$ cat src/rtl/block_accum_pkg.sv
// Shared constants and helpers for the multi-channel block accumulator.
package block_accum_pkg;

  localparam int ACC_WRAP = 0;
  localparam int ACC_SAT  = 1;

  // Channel index width; at least one bit even for a single channel.
  function automatic int ch_w(input int num_ch);
    return (num_ch <= 2) ? 1 : $clog2(num_ch);
  endfunction

endpackage

$ cat src/rtl/accum_lane.sv
// One accumulator channel: running sum, sample count and sticky overflow.
// done/sum/ovf describe the result produced by the current hit when it closes a block.
module accum_lane
  import block_accum_pkg::*;
#(
  parameter int DATA_W    = 4,
  parameter int ACC_W     = 8,
  parameter int BLOCK_LEN = 4,
  parameter int SATURATE  = ACC_WRAP
) (
  input  logic              clk,
  input  logic              rst_n,
  input  logic              hit,
  input  logic              clear,
  input  logic [DATA_W-1:0] data,
  output logic              done,
  output logic [ACC_W-1:0]  sum,
  output logic              ovf
);

  localparam int CNT_W = (BLOCK_LEN > 1) ? $clog2(BLOCK_LEN) : 1;
  localparam logic [CNT_W-1:0] LAST = CNT_W'(BLOCK_LEN - 1);

  logic [ACC_W-1:0] acc_q, acc_d, new_acc;
  logic [CNT_W-1:0] cnt_q, cnt_d;
  logic             ovf_q, ovf_d;
  logic [ACC_W:0]   t;
  logic             carry, nov, last;

  always_comb begin
    t       = {1'b0, acc_q} + {{(ACC_W + 1 - DATA_W){1'b0}}, data};
    carry   = t[ACC_W];
    new_acc = (carry && (SATURATE == ACC_SAT)) ? '1 : t[ACC_W-1:0];
    nov     = ovf_q | carry;
    last    = (cnt_q == LAST);

    acc_d = acc_q;
    cnt_d = cnt_q;
    ovf_d = ovf_q;
    if (clear || (hit && last)) begin
      acc_d = '0;
      cnt_d = '0;
      ovf_d = 1'b0;
    end else if (hit) begin
      acc_d = new_acc;
      cnt_d = cnt_q + CNT_W'(1);
      ovf_d = nov;
    end
  end

  // Clear discards a coincident sample, so it also suppresses the result.
  assign done = hit && last && !clear;
  assign sum  = new_acc;
  assign ovf  = nov;

  always_ff @(posedge clk or negedge rst_n) begin
    if (!rst_n) begin
      acc_q <= '0;
      cnt_q <= '0;
      ovf_q <= 1'b0;
    end else begin
      acc_q <= acc_d;
      cnt_q <= cnt_d;
      ovf_q <= ovf_d;
    end
  end

endmodule

$ cat src/rtl/block_accum_mc.sv
// Multi-channel block accumulator: channel decode, valid/ready handshake
// and a single registered output slot shared by all channels.
module block_accum_mc
  import block_accum_pkg::*;
#(
  parameter int DATA_W    = 4,
  parameter int ACC_W     = 8,
  parameter int NUM_CH    = 4,
  parameter int BLOCK_LEN = 4,
  parameter int SATURATE  = ACC_WRAP,
  localparam int CH_W     = ch_w(NUM_CH)
) (
  input  logic              Clock,
  input  logic              Reset,
  input  logic              Clear,
  input  logic              InValid,
  output logic              InReady,
  input  logic [CH_W-1:0]   InChan,
  input  logic [DATA_W-1:0] Data,
  output logic              OutValid,
  input  logic              OutReady,
  output logic [CH_W-1:0]   OutChan,
  output logic [ACC_W-1:0]  OutSum,
  output logic              OutOvf
);

  logic              acc_in, xfer;
  logic [NUM_CH-1:0] hit, done, ovf_lane;
  logic [ACC_W-1:0]  sum_lane [NUM_CH];

  logic              out_valid_q, out_valid_d;
  logic              out_ovf_q, out_ovf_d;
  logic [CH_W-1:0]   out_chan_q, out_chan_d;
  logic [ACC_W-1:0]  out_sum_q, out_sum_d;

  assign InReady = !out_valid_q || OutReady;
  assign acc_in  = InValid && InReady;
  assign xfer    = out_valid_q && OutReady;

  // Out-of-range channel indices match no lane: accepted, then dropped.
  for (genvar gi = 0; gi < NUM_CH; gi++) begin : g_lane
    assign hit[gi] = acc_in && (InChan == CH_W'(gi));

    accum_lane #(
      .DATA_W    (DATA_W),
      .ACC_W     (ACC_W),
      .BLOCK_LEN (BLOCK_LEN),
      .SATURATE  (SATURATE)
    ) u_lane (
      .clk   (Clock),
      .rst_n (Reset),
      .hit   (hit[gi]),
      .clear (Clear),
      .data  (Data),
      .done  (done[gi]),
      .sum   (sum_lane[gi]),
      .ovf   (ovf_lane[gi])
    );
  end

  always_comb begin
    out_valid_d = out_valid_q;
    out_chan_d  = out_chan_q;
    out_sum_d   = out_sum_q;
    out_ovf_d   = out_ovf_q;
    if (xfer) out_valid_d = 1'b0;
    // At most one lane completes per cycle; a new result overrides the transfer.
    for (int i = 0; i < NUM_CH; i++) begin
      if (done[i]) begin
        out_valid_d = 1'b1;
        out_chan_d  = CH_W'(i);
        out_sum_d   = sum_lane[i];
        out_ovf_d   = ovf_lane[i];
      end
    end
  end

  always_ff @(posedge Clock or negedge Reset) begin
    if (!Reset) begin
      out_valid_q <= 1'b0;
      out_chan_q  <= '0;
      out_sum_q   <= '0;
      out_ovf_q   <= 1'b0;
    end else begin
      out_valid_q <= out_valid_d;
      out_chan_q  <= out_chan_d;
      out_sum_q   <= out_sum_d;
      out_ovf_q   <= out_ovf_d;
    end
  end

  assign OutValid = out_valid_q;
  assign OutChan  = out_chan_q;
  assign OutSum   = out_sum_q;
  assign OutOvf   = out_ovf_q;

endmodule

$ cat config.mk
export PLATFORM = sky130hd
export DESIGN_NAME = block_accum_mc
export DESIGN_NICKNAME = d
export VERILOG_FILES = /design/src/rtl/block_accum_pkg.sv /design/src/rtl/accum_lane.sv /design/src/rtl/block_accum_mc.sv
export SDC_FILE = /design/constraint.sdc
export NUM_CORES = 1
export LEC_CHECK = 0
export ABC_CLOCK_PERIOD_IN_PS = 1800
export BUFFER_PORTS_ARGS = -buffer_cell sky130_fd_sc_hd__buf_2
export CAP_MARGIN = 5
export CORE_MARGIN = 4
export CORE_UTILIZATION = 45
export DETAILED_ROUTE_END_ITERATION = 16
export SYNTH_ARGS = -nofsm -noshare
export SYNTH_HDL_FRONTEND = slang
export SYNTH_SLANG_ARGS = --single-unit
export TNS_END_PERCENT = 5
$ cat constraint.sdc
create_clock -name Clock -period 1.8 [get_ports Clock]
set_input_delay 0.18 -clock Clock [delete_from_list [all_inputs] [get_ports Clock]]
set_output_delay 0.18 -clock Clock [all_outputs]
set_load 0.05 [all_outputs]
==> results.json <==
{
  "pwr-share-seq_pct": 50.1,
  "power_mw": 2.59,
  "crit_path_start_kind": "register",
  "n_antenna_cell": 0,
  "min_path_type": "in -> reg",
  "antenna_found_initial": 0,
  "track_usage_pct": 22.8,
  "hold_start": "OutReady",
  "min_delay_path_depth": 5,
  "yosys_warnings": 0,
  "synthDistinctLibCells": 53,
  "cp-end-kind": "register",
  "critPathArrivalTime_ns": 2.17,
  "syn_nets": 422,
  "die_x_um": 97.1,
  "p_switching_mw": 0.708,
  "ys_seq_area_share_pct": 39.2,
  "period_share_pct": 110,
  "synth_edf_count": 0,
  "io_pins": 24,
  "drv_cap": 0,
  "rr_worst_depth": 8,
  "dpl.hpwl_um": 8050,
  "clk_path_buf_depth": 2,
  "drt-initial-drc-count": 256,
  "rows": 32,
  "drc": 0,
  "clkTransAtPathRegs_ns": 0.10,
  "clk_latency_ns": 0.32,
  "holdWs_ns": 0.296,
  "r2r_end": "OutSum[6]",
  "setup_viol": 9,
  "layout.nets": 520,
  "cp_slowest_cell": "dfrtp_1",
  "place_ws_ns": -0.298,
  "grt_max_degree": 23,
  "start_util_pct": 46.2,
  "h-tree-depth": 2,
  "p_comb_share_pct": 17.1,
  "wl_um": 10600,
  "crit_fanout": 3,
  "place_congestion": 0.866,
  "worstPathRequired_ns": 2.00,
  "synth_ff_type": "dfrtp_1",
  "ir_worst_vdd_mv": 0.334,
  "dp.cells": 577,
  "slowest_delay_ns": 0.40,
  "critPathKind": "reg -> reg",
  "r2r_slack_ns": -0.17,
  "fin_ws_ns": -0.173,
  "p_per_area_nw_per_um2": 552,
  "fin_tns_setup_ns": -0.882,
  "dieArea_um2": 9420,
  "run_status": "complete, but fails checks",
  "min_to": "OutValid",
  "period_needed_ns": 1.97,
  "max_freq_mhz": 507,
  "leakage_nw": 2.30,
  "ant_nets": 0,
  "failed_checks": "setup timing",
  "maxSlewViolCount": 0,
  "numCtsBuffers": 5,
  "path_cells": "ha_2 > fa_2 > a21o_1 > a21oi_2 > nor3_1 > o31ai_1 > buf_4 > a31oi_1",
  "p_int_mw": 1.89,
  "grt_pass1_wl_um": 17300,
  "postSynthCellCount": 387,
  "power_frac_clock_pct": 32.7,
  "overflow": 0,
  "r2r_start": "g_lane[0].u_lane.acc_q[0]",
  "coreArea_um2": 7730,
  "via_per_inst": 5.82,
  "cts-root-buf": "clkbuf_8",
  "ys_ff_latch": 56,
  "syn_area_per_cell_um2": 9.23,
  "grt_pass1_vias": 3369,
  "p_sw_share_pct": 27.3,
  "avgRoutedWirePerCell_um": 18.1,
  "relSlewSlack_pct": 58.6,
  "worst_slew_pin_slew_ns": 0.621,
  "drive_gt1_share_pct": 32.9,
  "die_height_um": 97.1,
  "hold_viol_final": 0,
  "rsz0062_at_grt": "yes",
  "path_delay_family": "compound AO/OA/AOI/OAI gates",
  "area_growth_pct": 31.6,
  "clock-sinks": 56,
  "instances_no_fill": 588,
  "tritoncts": "done",
  "portBuffers": 23,
  "skew_ns": 0.00621,
  "synthArstFlopShare_pct": 100,
  "firstDrtPassIters": 5,
  "via_count": 3422,
  "synthesis.area_um2": 3570,
  "path_buf_inv": 1
}
[cell usage in the layout, fill, tap and decap left out, types with 6 or more instances in the layout]
| cell type | netlist | layout |
|---|---|---|
| a22o_1 | 18 | 18 |
| o21ai_1 | 7 | 16 |
| a31oi_1 | 11 | 10 |
| a21oi_1 | 18 | 11 |
| buf_4 | 1 | 84 |
| nand3_1 | 15 | 15 |
| nand2_1 | 41 | 41 |
| o31ai_1 | 10 | 8 |
| nor3_1 | 8 | 7 |
| inv_1 | 8 | 8 |
| o21ai_0 | 39 | 29 |
| and3_1 | 6 | 6 |
| a21o_1 | 11 | 11 |
| buf_2 | 9 | 23 |
| dfrtp_1 | 56 | 55 |
| nor2_1 | 19 | 18 |
| ha_1 | 20 | 12 |
[synth_stat cells (all sizes together), types with 10 or more instances]
cell	instances	area [um2]
a21o	11	82.6
ha	20	250
nand2	41	154
nand3	15	75.1
a22o	18	158
o31ai	10	75.1
buf	10	52.6
dfrtp	56	1400
inv	10	37.5
o21ai	46	230
a21oi	18	90.1
nor2	19	71.3
a31oi	11	68.8
[through the flow]
stage / util, % / instance area [um2]
after floorplan: - / 3640
after global placement: 56.9 / 4400
after detailed placement: 56.9 / 4400
after CTS: 59.5 / 4600
after global routing: 60.8 / 4700
final: 60.8 / 4700
[routing by layer]
metal  routed length (um)  vias up  GRT usage, %
met5                    0        -             0
met4                  138        0          5.08
met3                  534       12          3.09
met2                 5100       98          37.7
met1                 4880     1664          32.0
li1                     -     1648             -
[layout make-up]
type                       count  area (um2)
clock buffer                   6        72.6
timing repair buffer         109         767
tap                          102         128
clock inverter                 2        35.0
fill                         675        3030
inverter                      10        37.5
multi-input combinational    303        2260
sequential                    56        1400
[registers in the layout, summed over array words and instances, names as in the netlist]
| signal | count |
|---|---|
| OutOvf | 1 |
| g_lane.u_lane.cnt_q | 8 |
| OutChan | 2 |
| g_lane.u_lane.acc_q | 32 |
| g_lane.u_lane.ovf_q | 4 |
| OutSum | 8 |
| OutValid | 1 |
[cells by family after synthesis]
logic type | after synthesis | synth area share [%]
and+or+nand+nor | 116 | 16.4
adders and majority gates | 24 | 9.25
buffers and inverters | 28 | 3.36
xor gates and xnor gates | 14 | 3.43
muxes | 3 | 0.841
AOI/OAI and AO/OA | 146 | 27.5
DFF | 56 | 39.2
[worst max path at each step]
stage | slack (ns) | depth (start not counted) | end | from
after floorplan | -0.05 | 6 | OutSum[3] | OutValid
after global placement | -0.28 | 8 | OutSum[7] | Data[1]
after detailed placement | -0.30 | 8 | OutSum[7] | Data[1]
after CTS | -0.18 | 8 | OutSum[6] | g_lane[0].u_lane.acc_q[0]
after global routing | -0.27 | 8 | OutSum[6] | g_lane[0].u_lane.acc_q[0]
final | -0.17 | 8 | OutSum[6] | g_lane[0].u_lane.acc_q[0]
[power by group through the flow]
stage	clock network (mW)	logic, mW	registers (mW)
after floorplan	0	0.205	1.33
after global placement	0	0.402	1.32
after detailed placement	0	0.409	1.32
after CTS	0.866	0.427	1.30
after global routing	0.928	0.488	1.30
final	0.849	0.445	1.30
[worst reg2reg max path: stages, from the launching register on]
cell,delay (ns)
dfrtp_1,0.40
ha_2,0.20
fa_2,0.34
a21o_1,0.18
a21oi_2,0.18
nor3_1,0.07
o31ai_1,0.25
buf_4,0.16
a31oi_1,0.07
[repair_timing]
| item | in CTS | in global routing |
|---|---|---|
| setup buffers | 0 | 2 |
| endpoints found under the setup margin | 30 | 28 |
| pin swaps | 14 | 7 |
| resized for setup | 24 | 18 |
| hold endpoints to repair | 20 | 0 |
| hold buffers | 1 | 0 |
Power figures use the tool's default switching activity.
